`config.mk`:
```
export PLATFORM = sky130hd
export DESIGN_NAME = if_prefetch
export DESIGN_NICKNAME = d
export VERILOG_FILES = /design/src/rtl/mips_pkg.sv /design/src/rtl/if_fifo.sv /design/src/rtl/if_prefetch.sv
export SDC_FILE = /design/constraint.sdc
export NUM_CORES = 1
export LEC_CHECK = 0
export BUFFER_PORTS_ARGS = -buffer_cell sky130_fd_sc_hd__buf_4
export CAP_MARGIN = 5
export CORE_ASPECT_RATIO = 0.9
export CORE_MARGIN = 2
export CORE_UTILIZATION = 41
export CTS_CLUSTER_SIZE = 12
export DETAILED_ROUTE_END_ITERATION = 12
export GPL_TIMING_DRIVEN = 0
export PLACE_DENSITY = 0.63
export SETUP_SLACK_MARGIN = 0.3
export SLEW_MARGIN = 20
export SYNTH_ARGS = -nofsm -noshare
export SYNTH_HDL_FRONTEND = slang
export SYNTH_SLANG_ARGS = --single-unit
```
`constraint.sdc`:
```
create_clock -name clk -period 2.61 [get_ports clk]
set_input_delay 0.1305 -clock clk [delete_from_list [all_inputs] [get_ports clk]]
set_output_delay 0.1305 -clock clk [all_outputs]
set_load 0.02 [all_outputs]
```
`src/rtl/mips_pkg.sv`:
```
// Shared definitions for the fetch front end: the nop encoding, the default boot PC
// and the entry type held in the prefetch queue.
package mips_pkg;

  localparam logic [31:0] NOP              = 32'h0000_0000;
  localparam logic [31:0] RESET_PC_DEFAULT = 32'h0000_0000;

  typedef struct packed {
    logic [31:0] pc;
    logic [31:0] inst;
  } fetch_entry_t;

  // Instruction addresses are always word aligned; low bits of a target are dropped.
  function automatic logic [31:0] word_align(input logic [31:0] addr);
    return addr & 32'hFFFF_FFFC;
  endfunction

endpackage

```
`src/rtl/if_fifo.sv`:
```
// Prefetch queue: synchronous FIFO of fetched {pc, inst} pairs with a single-cycle
// flush used when the fetch stream is redirected.
module if_fifo
  import mips_pkg::*;
#(
  parameter int DEPTH = 4,
  parameter int AW    = $clog2(DEPTH)
) (
  input  logic         clk,
  input  logic         rst,
  input  logic         flush,
  input  logic         push,
  input  fetch_entry_t din,
  input  logic         pop,
  output fetch_entry_t dout,
  output logic [AW:0]  count,
  output logic         empty,
  output logic         full
);

  localparam logic [AW:0] DEPTH_C = (AW+1)'(DEPTH);

  fetch_entry_t   mem [DEPTH];
  logic [AW-1:0]  wr_ptr;
  logic [AW-1:0]  rd_ptr;
  logic           do_push;
  logic           do_pop;

  assign empty = (count == '0);
  assign full  = (count == DEPTH_C);

  // A flush wins over any same-cycle push or pop.
  assign do_pop  = pop  && !empty && !flush;
  assign do_push = push && (!full || do_pop) && !flush;

  // Pointers are AW bits wide, so they wrap modulo DEPTH on their own.
  always_ff @(posedge clk) begin
    if (rst || flush) begin
      wr_ptr <= '0;
      rd_ptr <= '0;
      count  <= '0;
    end else begin
      if (do_push) wr_ptr <= wr_ptr + 1'b1;
      if (do_pop)  rd_ptr <= rd_ptr + 1'b1;
      unique case ({do_push, do_pop})
        2'b10:   count <= count + 1'b1;
        2'b01:   count <= count - 1'b1;
        default: count <= count;
      endcase
    end
  end

  // Storage carries data only and needs no reset.
  always_ff @(posedge clk) begin
    if (do_push) mem[wr_ptr] <= din;
  end

  assign dout = mem[rd_ptr];

endmodule

```
`src/rtl/if_prefetch.sv`:
```
// Instruction-fetch stage: owns the fetch PC, runs req/ack reads into a small prefetch
// queue and hands a valid/ready instruction stream to decode; redirects flush the queue.
module if_prefetch
  import mips_pkg::*;
#(
  parameter int          DEPTH    = 4,
  parameter logic [31:0] RESET_PC = RESET_PC_DEFAULT
) (
  input  logic        clk,
  input  logic        rst,
  output logic        imem_req,
  output logic [31:0] imem_addr,
  input  logic        imem_ack,
  input  logic [31:0] imem_rdata,
  input  logic        redirect,
  input  logic [31:0] redirect_pc,
  output logic        inst_valid,
  input  logic        inst_ready,
  output logic [31:0] inst,
  output logic [31:0] inst_pc,
  output logic [31:0] pc_plus4
);

  localparam int          AW      = $clog2(DEPTH);
  localparam logic [AW:0] DEPTH_C = (AW+1)'(DEPTH);

  logic [31:0]  fpc;
  logic         pending;
  logic         drop;

  fetch_entry_t head;
  fetch_entry_t new_entry;
  logic [AW:0]  count;
  logic         empty;
  logic         full;

  logic         ack_ok;
  logic         outstanding;
  logic         push;
  logic         pop;

  // A read that has been issued stays requested until acked; a new read only starts
  // when the queue has room, so an acked word always has a slot to land in.
  assign imem_req    = !rst && (pending || (count < DEPTH_C));
  assign imem_addr   = fpc;

  assign ack_ok      = imem_req && imem_ack;
  assign outstanding = imem_req && !imem_ack;

  assign inst_valid  = !rst && !empty;
  assign pop         = inst_valid && inst_ready && !redirect;
  assign push        = ack_ok && !drop && !redirect && (!full || pop);

  assign new_entry.pc   = fpc;
  assign new_entry.inst = imem_rdata;

  // ---- fetch control: PC, outstanding-read and discard tracking ----
  always_ff @(posedge clk) begin
    if (rst) begin
      fpc     <= RESET_PC;
      pending <= 1'b0;
      drop    <= 1'b0;
    end else begin
      pending <= outstanding;
      if (redirect) begin
        fpc  <= word_align(redirect_pc);
        // The read still in flight belongs to the old path; its ack must be thrown away.
        drop <= outstanding;
      end else if (ack_ok) begin
        if (!drop) fpc <= fpc + 32'd4;
        drop <= 1'b0;
      end
    end
  end

  // ---- prefetch queue ----
  if_fifo #(
    .DEPTH (DEPTH)
  ) u_fifo (
    .clk   (clk),
    .rst   (rst),
    .flush (redirect),
    .push  (push),
    .din   (new_entry),
    .pop   (pop),
    .dout  (head),
    .count (count),
    .empty (empty),
    .full  (full)
  );

  // ---- decode-facing outputs, zeroed while nothing valid is presented ----
  assign inst     = inst_valid ? head.inst        : NOP;
  assign inst_pc  = inst_valid ? head.pc          : 32'h0;
  assign pc_plus4 = inst_valid ? head.pc + 32'd4  : 32'h0;

endmodule

```
======== Word-level counts from Yosys, hierarchy flattened ========
Memories as Yosys holds them, arrays and structs flattened. A register that Yosys moved wholly into a read port is not among the register bits.
Cells that the tools add are included.
operators by class
  mux-type cells .......................... 13
  eq/ne operators ......................... 4
  reduce and logical (&&, ||, !) cells .... 29
  bitwise operators ....................... 1
  $lt $le $gt $ge ......................... 1
  add/sub/neg operators ................... 6
operators by type and width
  operator                                                             number
  32-bit 2-to-1 mux                                                    6
  32-bit by 3-bit adder with 32-bit output (second input constant)     2
  1-bit logical AND                                                    13
  1-bit logical NOT                                                    6
  3-bit case mux with 2 select lines                                   1
  2-bit by 1-bit adder with 2-bit output (second input constant)       2
  1-bit logical OR                                                     4
  1-bit 2-to-1 mux                                                     4
  2-bit 2-to-1 mux                                                     2
  2-bit AND reduction                                                  2
  2-bit nonzero test                                                   2
  3-bit by 1-bit adder with 3-bit output (second input constant)       1
  3-bit == test (second input constant)                                1
  3-bit logical NOT                                                    1
  3-bit < comparator (second input constant)                           1
  3-bit by 1-bit subtractor with 3-bit output (second input constant)  1
  2-bit by 1-bit == test with 1-bit output (second input constant)     1
  2-bit == test (second input constant)                                1
  2-bit != test (second input constant)                                1
  2-bit OR reduction                                                   1
  1-bit inverter                                                       1
storage, ports and cells
  logic and storage cells ................. 62
  output and inout bits ................... 130
  register bits ........................... 41
  RAM bits ................................ 256
  memories ................................ 1
  bits of input ports ..................... 69
memory list
  memory      depth  width  rd ports  clocked after memory_dff  write ports  RTL line       RTL
  u_fifo.mem  4      64     1         1                         1            if_fifo.sv:23  fetch_entry_t mem [DEPTH];

======== Longest topological paths before layout ========
Gate-level depths: netlist of run 1.
  depth after elaboration ................. 12
  gate-level depth with buffers ........... 11
  gate-level depth less buffers ........... 10

======== Hierarchy ========
From an unflattened synthesis of run 1, not the netlist that was laid out.
second synthesis, totals
  cell total of the unflattened synthesis .. 847
  area total of the unflattened synthesis .. 13,058.8 µm²
modules (own cells, without submodules)
  module       cells each  sequential area each (µm²)  area each (µm²)  instances
  if_fifo      390         7,867.5                     9,804.4          1
  if_prefetch  457         640.6                       3,254.4          1

======== Least setup slack after synthesis of run 1 ========
Ideal clock, no wire load.
  path kind ............................... flip-flop to flip-flop
  start ................................... reg drop
  end ..................................... mem u_fifo.mem[1][0] (netlist name) (enable)
  required time ........................... 2.184 ns
  slack ................................... -0.256 ns
  data arrival time ....................... 2.439 ns
  path buffers ............................ 0
  cell stages (with the launch flop) ...... 5
  library setup time ...................... 0.426 ns
  clock period less this slack ............ 2.866 ns
  cells stage by stage .................... dfxtp_1 nor2b_1 o2111ai_1 nor2_1 and2_1
on the way
  word-level cells in the longest chain between the ends .. 8
RTL lines
  item                                    RTL line           RTL
  from (decl)                             if_prefetch.sv:29  logic drop;
  from (signal assigned)                  if_prefetch.sv:68  drop <= outstanding;
  1-bit logical NOT                       -
  1-bit logical AND (3 in a row)          if_prefetch.sv:52  assign push = ack_ok && !drop && !redirect && (!full || pop);
  1-bit logical AND (2 in a row)          if_fifo.sv:34      assign do_push = push && (!full || do_pop) && !flush;
  1-bit 2-to-1 mux                        if_fifo.sv:55      if (do_push) mem[wr_ptr] <= din;
  1-bit 2-to-1 mux (not written as such)  if_fifo.sv:55
  to (decl)                               if_fifo.sv:23
No other way between the ends.

==> results of run 1 <==
==> state kept, by name (all words and copies together), names as in the netlist, named ones only <==
signal and flops:
u_fifo.mem 248, drop 1, pending 1, u_fifo.count 3, u_fifo.wr_ptr 2, imem_addr 30, u_fifo.rd_ptr 2
==> power breakdown <==
group	internal, mW	total, mW	switching (mW)
clock network	2.25	3.91	1.67
logic	0.310	0.624	0.314
registers	5.09	5.19	0.102
total	7.64	9.73	2.08
==> worst register-to-register path, stage by stage (launching register included) <==
cell and delay [ps]:
dfxtp_4 360, or3b_4 410, o2111ai_4 240, nor2_4 90, inv_2 80, ha_4 150, inv_2 40, fa_2 340
xor2_2 150, or3_1 320, a21oi_2 120
==> cells by family after synthesis <==
| kind of cell | count (synthesis) | share of synthesized area, % |
|---|---|---|
| compound gates | 83 | 4.54 |
| xor+xnor | 27 | 1.89 |
| fa+ha+maj | 8 | 0.859 |
| buf+inv | 70 | 2.85 |
| flops | 289 | 66.0 |
| mux | 67 | 12.0 |
| other cells | 1 | 0.0300 |
| simple gates | 265 | 11.8 |
==> worst max path at each step <==
stage | startpoint | endpoint | slack [ps] | depth (start not counted)
CTS | flip-flop | pc_plus4[21] | -690 | 10
global route | flip-flop | pc_plus4[21] | -700 | 10
global placement | rst | inst_pc[20] | -630 | 8
detailed placement | rst | pc_plus4[6] | -640 | 8
floorplan | flip-flop | pc_plus4[26] | 80 | 10
finish | flip-flop | pc_plus4[21] | -630 | 8
==> cell usage after synthesis (8+ instances only) <==
| master | number |
|---|---|
| nand3_1 | 17 |
| dfxtp_1 | 41 |
| a21oi_1 | 20 |
| edfxtp_1 | 248 |
| and2_1 | 65 |
| nor3_1 | 12 |
| buf_4 | 9 |
| mux4_2 | 48 |
| clkbuf_1 | 27 |
| o31ai_1 | 11 |
| nor4_1 | 9 |
| or4_1 | 11 |
| xor2_1 | 8 |
| or3_1 | 12 |
| inv_1 | 24 |
| nand4_1 | 19 |
| xnor2_1 | 19 |
| nor2_1 | 53 |
| mux4_1 | 14 |
| nand2_1 | 36 |
| and4_1 | 8 |
| a311oi_1 | 9 |
| o21ai_0 | 15 |
==> cell type report <==
cell class / count / share of cell area, %
clock buffers: 41 / 4.65
multi-input cells: 456 / 25.2
inverters: 24 / 0.623
clock inverters: 9 / 0.379
plain buffers: 46 / 2.76
repair buffers: 314 / 16.0
flip-flops and latches: 289 / 47.5
well taps: 403 / 2.88
==> stage by stage <==
step           hold WS (ps)  total power [mW]  setup slack, ps  setup TNS (ps)  utilization (%)
4_1_cts                8.12              9.77             -693          -14410             57.1
5_1_grt                43.6              10.0             -701          -17940             58.4
6_report               32.8              9.73             -632          -12310             58.4
3_5_place_dp            314              5.77             -635          -24070             49.3
3_3_place_gp            304              5.76             -630         -166900             49.0
2_1_floorplan           202              5.49             79.5               0                -
==> routing by layer <==
metal	track usage (%)	up-vias
li1	-	3865
met1	31.0	4293
met2	33.5	373
met3	3.23	53
met4	5.37	0
met5	0	-
==> repair_timing <==
item	in CTS	in global routing
setup buffers	26	25
hold buffers	65	0
pin swaps	24	31
setup endpoints to repair	213	104
cloned	4	0
gates resized for setup	154	53
hold endpoints to repair	162	0
==> metrics.txt, run 1 <==
first-pass GRT wire length 51400 um; Routed met1 length 15100 um; crit path kind reg2out; WL/cell 21.8 um; status finished, violations left; proportion of layout cells with a drive suffix above 1 41.7%; initial antenna violation count 0; hold path depth 4; Most used DFF post-synth edfxtp_1; post-synthesis sequential area ratio 66.0%; Buf/Inv on CP 3; Fill cells 2360; Antenna Violating Nets Remaining 0; area of the multi-input gates 4400 um2; critical hold path startpoint inst_ready; endpoints failing setup 38; Highest Signal Layer met4; Synthesis Warnings 0; # IOs 199; Final Net Count 1238; Distinct cells, synth 61; Critical Path RT 2480 ps; total number of vias 8584; Period minus WS final 3240 ps; Vias/cell 5.43; CTS tree yes; routed wire length 34400 um; FF-to-FF path depth 10; Initial Util 41.8%; DRC Markers 0; H-tree levels 1; largest net degree at the start of global routing 46; Cell Count, Final, Fillers Out 1582; failing checks negative setup slack; Iteration-0 DRC Markers 759; P_leak 6.23 nW; peak supply drop 0.567 mV; worst-path cell chain bufbuf_16 > mux4_2 > nand4_1 > or3_4 > buf_8 > or4_4 > a21oi_4 > buf_6; FF+latch area 8300 um2; reg-to-reg endpoint u_fifo.count[2]; slowest stage delay, CP 540 ps; Post-Synthesis Cell Area 12500 um2; clk_skew 13.0 ps; Synth area leaders edfxtp_1 (59%), mux4_2 (8.6%), dfxtp_1 (6.6%); post-synth top area cell edfxtp_1; vias in the first global route 8324; CTS Sinks 289; Slew Limit Fails 0; Arrival @ worst endpoint 3110 ps; Least-Margin Pin Slew 612 ps; Die Y 170 um; Worst Hold Class in2reg; Syn Inst Count 810; area grow syn2layout 39.6%; Yosys reg bits 289; unrepaired setup endpoints after global routing yes; CP max FO 9; root buffer cell clkbuf_16; Cells after DPL 1412; ANT cells 0; slowest cell on the critical path or4_4; PwrDens 556 nW/um2; global route total overflow 0; Synth top area share 59.5%; chip width 188 um; worst r2r src u_fifo.count[0]; die area 32000 um2; Rows 60; Mean Syn Cell Area 15.5 um2; CP Launch Type flip-flop; async set-or-reset flop fraction in the synthesized netlist 0%; met3 routed WL 2420 um; Post-synth EDFFs 248; cts bufs inserted 30; highest clock rate 0.308 GHz; reg-to-reg slack, setup 240 ps; Worst-Skew Late Latency 550 ps; commonest non-fill, non-tap cells in the layout edfxtp_1 (248), buf_4 (214), dlygate4sd3_1 (65), mux4_2 (61), and2_1 (51); Buffers on Ports 190; Max-Slew Margin vs Limit 59.2%; Pre-Repair DR Iteration Count 5; placed cell area 14800 um2; crit-path leading delay family simple AND/OR/NAND/NOR gates; Tot GR Track Use 21.2%; detailed placement HPWL 22300 um; Max-Cap Viols 0; final setup margin -632 ps; Routability Congestion 0.789; final hold vios 0; period utilisation layout 124%; met2 wire length 16100 um; Hold Path Sink u_fifo.rd_ptr[1]; Max clock buf depth 3; Core ar. 30000 um2; Setup crit end kind output pin; commonest non-fill, non-tap cell in the layout edfxtp_1; Clk pin slew, worst setup/hold paths 60 ps; post-route cell area 17500 um2
Power figures use the tool's default switching activity.
==> inputs of run 2 (changes only) <==
--- a/config.mk
+++ b/config.mk
@@ -10,6 +10,7 @@
 export CORE_ASPECT_RATIO = 0.9
 export CORE_MARGIN = 2
 export CORE_UTILIZATION = 41
+export CTS_BUF_LIST = sky130_fd_sc_hd__clkbuf_4 sky130_fd_sc_hd__clkbuf_8 sky130_fd_sc_hd__clkbuf_16
 export CTS_CLUSTER_SIZE = 12
 export DETAILED_ROUTE_END_ITERATION = 12
 export GPL_TIMING_DRIVEN = 0
==> run 2 against run 1 <==
The flow still finishes with violations (negative setup slack). Clock skew down 2.0 ps. First-iteration DRC count up 1.3%. Combinational power about the same. Worst setup slack better by 13 ps. Routed wire length up 0.24%. Final area up 0.26%. Sequential power about the same. Worst hold slack better by 2.5 ps. Non-clock buffer count up 1. Via count up 0.27%. Final cell count about the same. Highest routed layer unchanged.
==> metrics.txt, run 2 (synthesis results as in run 1) <==
first-pass GRT wire length 51300 um (about the same); Period minus WS final 3230 ps (-12.7 ps); worst-path cell chain bufbuf_16 > mux4_2 > nand4_1 > or3_4 > buf_8 > or4_4 > a21oi_4 > buf_6; Reg with most FFs u_fifo.mem; CTS tree yes; P_leak 6.27 nW (+0.62%); Antenna Violating Nets Remaining 0 (unchanged); Core ar. 30000 um2 (unchanged); vias in the first global route 8305 (-0.23%); CP max FO 9 (unchanged); Seq pwr share 52.8% (-0.5 points); Final Net Count 1239 (+0.081%); slowest stage delay, CP 540 ps (about the same); hold path depth 4 (unchanged); status finished, violations left; die area 32000 um2 (unchanged); ANT cells 0 (unchanged); Rows 60 (unchanged); CP Launch Type flip-flop; sw frac 21.2% (-0.23 points); Clock Power Share 40.9% (+0.7 points); reg-to-reg endpoint u_fifo.count[2]; Max-Cap Viols 0 (unchanged); cts bufs inserted 30 (unchanged); root buffer cell clkbuf_16; area grow syn2layout 40.0%; max reg flops 248 (unchanged); proportion of layout cells with a drive suffix above 1 42.6% (+0.90 points); largest net degree at the start of global routing 46 (unchanged); global route total overflow 0 (unchanged); final hold vios 0 (unchanged); Critical Path RT 2480 ps (about the same); H-tree levels 1 (unchanged); Worst Hold Class in2reg; Tot GR Track Use 21.2% (about the same); Pwr Total 9.83 mW (+1.1%); hold slack 35.3 ps (+2.49 ps); unrepaired setup endpoints after global routing yes; total number of vias 8607 (+0.27%); FF-to-FF path depth 10 (unchanged); Setup crit end kind output pin; highest clock rate 0.310 GHz (+0.39%); detailed placement HPWL 22300 um (unchanged); Iteration-0 DRC Markers 769 (+1.3%); commonest non-fill, non-tap cell in the layout edfxtp_1; Net Sw Power 2.08 mW (about the same); CP endpoint pc_plus4[21]; endpoints failing setup 37 (-2.6%); Vias/cell 5.44 (+0.20%); routed wire length 34500 um (+0.24%); WL/cell 21.8 um (+0.17%); initial antenna violation count 0 (unchanged); worst r2r src u_fifo.count[0]; reg-to-reg slack, setup 240 ps (about the same); final setup margin -619 ps (+12.7 ps); Worst-Skew Late Latency 550 ps (about the same); chip width 188 um (unchanged); Pre-Repair DR Iteration Count 5 (unchanged); Slew Limit Fails 0 (unchanged); Routability Congestion 0.789 (unchanged); Arrival @ worst endpoint 3100 ps (about the same); Internal 7.75 mW (+1.4%); period utilisation layout 124% (-0.49 points); DRC Markers 0 (unchanged); slowest cell on the critical path or4_4; clk_skew 11.0 ps (-2.01 ps); PwrDens 561 nW/um2 (+0.80%); Least-Margin Pin Slew 634 ps (+22.3 ps); Initial Util 41.8% (unchanged); combinational power share 6.4% (about the same); failing checks negative setup slack; Die Y 170 um (unchanged); peak supply drop 0.566 mV (-0.19%); CTS Sinks 289 (unchanged); Max-Slew Margin vs Limit 57.7% (-1.5 points); Clk pin slew, worst setup/hold paths 60 ps (about the same); Buffers on Ports 190 (unchanged); # IOs 199 (unchanged); Max clock buf depth 3 (unchanged); crit path kind reg2out; commonest non-fill, non-tap cells in the layout edfxtp_1 (248), buf_4 (215), dlygate4sd3_1 (65), mux4_2 (61), and2_1 (51); setup_tns -12380 ps (-66.0 ps)
==> run 2: changes by cell type in the layout (fill, tap and decap cells not counted) <==
cell      delta
buf_4        +1
clkbuf_1    -10
clkbuf_4    +10
==> run 2: metal layers <==
layer	GRT usage [%]	up-vias	part of all wire (%)
li1	-	3868	-
met1	31.0	4315	44
met2	33.4	365	46
met3	3.23	59	7.0
met4	5.37	0	2.6
met5	0	-	0
==> run 2: worst min path at each step <==
stage	startpoint	end	slack, ps
finish	inst_ready	u_fifo.rd_ptr[1]	40
global placement	imem_ack	pending	300
CTS	inst_ready	u_fifo.rd_ptr[1]	8
global route	inst_ready	flip-flop	40
floorplan	imem_ack	pending	200
detailed placement	imem_ack	pending	310
==> run 2: layout make-up <==
cell class / count / area (um2)
buffer: 46 / 483
multi-input combinational: 456 / 4400
clock buffer: 41 / 851
clock inverter: 9 / 66.3
tap: 403 / 504
sequential: 289 / 8300
timing repair buffer: 315 / 2810
fill: 2343 / 12400
inverter: 24 / 109
==> run 2: power by group through the flow <==
stage | clock network (mW) | registers [mW] | logic, mW
floorplan | 0 | 5.27 | 0.212
global placement | 0 | 5.28 | 0.479
detailed placement | 0 | 5.28 | 0.490
CTS | 4.08 | 5.19 | 0.603
global route | 4.27 | 5.20 | 0.669
finish | 4.02 | 5.19 | 0.625
==> run 2: worst max-delay path: cells and delay by family (launching register included) <==
kind / cells / cell delay (ps)
AO/OA/AOI/OAI: 1 / 170
buffers and inverters: 3 / 560
flip-flops: 1 / 340
multiplexers: 1 / 380
AND/OR/NAND/NOR: 3 / 1100
==> run 2: per-stage QoR <==
step	cell area, um2	setup slack [ps]	cells	util [%]
2_1_floorplan	12700	79.5	815	-
3_3_place_gp	14700	-630	1408	49.0
3_5_place_dp	14800	-635	1412	49.3
4_1_cts	17100	-693	1557	57.2
5_1_grt	17500	-701	1583	58.5
6_report	17500	-619	1583	58.5
==> run 2: timing repair <==
item | in CTS | in global routing
hold endpoints to repair | 162 | 0
pin swaps | 23 | 31
gates resized for setup | 154 | 53
hold buffers | 65 | 0
endpoints found under the setup margin | 213 | 104
gates cloned | 4 | 0
buffers inserted | 26 | 26
==> inputs of run 3 (changes only) <==
--- a/config.mk
+++ b/config.mk
@@ -14,6 +14,7 @@
 export CTS_CLUSTER_SIZE = 12
 export DETAILED_ROUTE_END_ITERATION = 12
 export GPL_TIMING_DRIVEN = 0
+export MAX_ROUTING_LAYER = met4
 export PLACE_DENSITY = 0.63
 export SETUP_SLACK_MARGIN = 0.3
 export SLEW_MARGIN = 20
==> run 3 against run 2 <==
The flow still finishes with violations (negative setup slack). Sequential share of layout area unchanged. Clock-buffer cell count unchanged. Register-to-register slack about the same. Critical path depth unchanged. Combinational power about the same. Final area unchanged. Flip-flop and latch count unchanged. Sequential power about the same. Maximum frequency decreased by 0.27%. Critical endpoint unchanged. Largest cell class unchanged.
==> metrics.txt, run 3 (synthesis results as in run 1) <==
Tot GR Track Use 21.8% (+0.64 points); chip width 188 um (unchanged); endpoints failing setup 38 (+2.7%); Pre-Repair DR Iteration Count 5 (unchanged); largest net degree at the start of global routing 46 (unchanged); Buffers on Ports 190 (unchanged); P_leak 6.27 nW (unchanged); Max-Cap Viols 0 (unchanged); final hold vios 0 (unchanged); # IOs 199 (unchanged); max reg flops 248 (unchanged); area of the multi-input gates 4400 um2 (unchanged); Max clock buf depth 3 (unchanged); slowest cell on the critical path or4_4; CP max FO 9 (unchanged); Antenna Violating Nets Remaining 0 (unchanged); Final Net Count 1239 (unchanged); highest clock rate 0.309 GHz (-0.27%); clk_skew 11.2 ps (+0.195 ps); commonest non-fill, non-tap cell in the layout edfxtp_1; Pwr Total 9.83 mW (about the same); peak supply drop 0.562 mV (-0.76%); Critical Path RT 2480 ps (about the same); global route total overflow 0 (unchanged); crit path kind reg2out; commonest non-fill, non-tap cells in the layout edfxtp_1 (248), buf_4 (215), dlygate4sd3_1 (65), mux4_2 (61), and2_1 (51); cts bufs inserted 30 (unchanged); ANT cells 0 (unchanged); FF+latch area 8300 um2 (unchanged); routed wire length 34500 um (+0.12%); Period minus WS final 3240 ps (+8.70 ps); Arrival @ worst endpoint 3110 ps (about the same); reg-to-reg slack, setup 240 ps (about the same); worst-path cell chain bufbuf_16 > mux4_2 > nand4_1 > or3_4 > buf_8 > or4_4 > a21oi_4 > buf_6; Clk pin slew, worst setup/hold paths 60 ps (about the same); Core ar. 30000 um2 (unchanged); Die Y 170 um (unchanged); PwrDens 561 nW/um2 (about the same); CTS Sinks 289 (unchanged); Vias/cell 5.45 (+0.15%); WL/cell 21.8 um (+0.12%); Max-Slew Margin vs Limit 57.8% (+0.10 points); period utilisation layout 124% (+0.33 points); failing checks negative setup slack; Reg with most FFs u_fifo.mem; first-pass GRT wire length 51300 um (unchanged); Fill cells 2342 (-0.043%); pre-CTS WS -635 ps (unchanged); CP Launch Type flip-flop; CTS tree yes; unrepaired setup endpoints after global routing yes; area grow syn2layout 40.0% (unchanged); total number of vias 8620 (+0.15%); DRC Markers 0 (unchanged); root buffer cell clkbuf_16; proportion of layout cells with a drive suffix above 1 42.6% (unchanged); detailed placement HPWL 22300 um (unchanged); Setup crit end kind output pin; vias in the first global route 8286 (-0.23%); Rows 60 (unchanged); Initial Util 41.8% (unchanged); die area 32000 um2 (unchanged); initial antenna violation count 0 (unchanged); Slew Limit Fails 0 (unchanged); Worst Hold Class in2reg; Routability Congestion 0.800 (+1.4%); Iteration-0 DRC Markers 776 (+0.91%); Worst-Skew Late Latency 540 ps (about the same); H-tree levels 1 (unchanged); slowest stage delay, CP 540 ps (about the same); final setup margin -628 ps (-8.70 ps); status finished, violations left; Least-Margin Pin Slew 633 ps (-1.53 ps)
-- run 3: cell counts in the layout (fill, tap and decap cells not counted) --
No cell type changed its count.
-- run 3: area by class of cell --
class,count,area share [%]
tap,403,2.88
clock inverter,9,0.378
multi-input combinational,456,25.1
timing repair buffer,315,16.0
inverter,24,0.621
clock buffer,41,4.86
buffer,46,2.76
sequential,289,47.4
-- run 3: worst max-delay path: cells and delay by family (launching register included) --
| family | cells | cell delay, ps |
|---|---|---|
| AND/OR/NAND/NOR | 3 | 1100 |
| buffers and inverters | 3 | 560 |
| multiplexers | 1 | 390 |
| flip-flops | 1 | 340 |
| AO/OA/AOI/OAI | 1 | 170 |
-- run 3: timing repair --
action                     4_1_cts  5_1_grt
setup endpoints to repair      213      104
gates cloned                     4        0
pin swaps                       23       31
hold endpoints to repair       162        0
buffers inserted                26       26
hold buffers                    65        0
resized for setup              154       53
-- run 3: power by group --
part / leakage [nW] / switching, mW / internal [mW]
Combinational: 3.19 / 0.315 / 0.310
Sequential: 2.61 / 0.103 / 5.09
Clock: 0.466 / 1.67 / 2.35
Total: 6.27 / 2.08 / 7.75
-- run 3: routing by layer --
layer  GRT usage, %  up-vias  share of wire, %  routed length (um)
met2           33.4      326                46               16000
met5              -        -                 0                   0
li1               -     3867                 -                   -
met4           5.37        0               2.5                 860
met1           31.1     4368                45               15600
met3           3.12       59               6.0                2080
-- run 3: final timing paths --
path | cells after the start | from | endpoint
setup / recovery | 8 | flip-flop | pc_plus4[21]
setup reg to reg | 10 | u_fifo.count[0] | u_fifo.count[2]
hold / removal | 4 | inst_ready | u_fifo.rd_ptr[1]
hold reg to reg | 2 | u_fifo.count[1] | u_fifo.count[1]
-- run 3: per-stage QoR --
step                setup TNS [ps]  instances  utilization, %  hold slack, ps  cell area, um2
floorplan                        0        815               -             202           12700
global placement           -166900       1408            49.0             304           14700
detailed placement          -24070       1412            49.3             314           14800
CTS                         -14400       1557            57.2            8.12           17100
global route                -17890       1583            58.5            44.2           17500
finish                      -12330       1583            58.5            38.4           17500
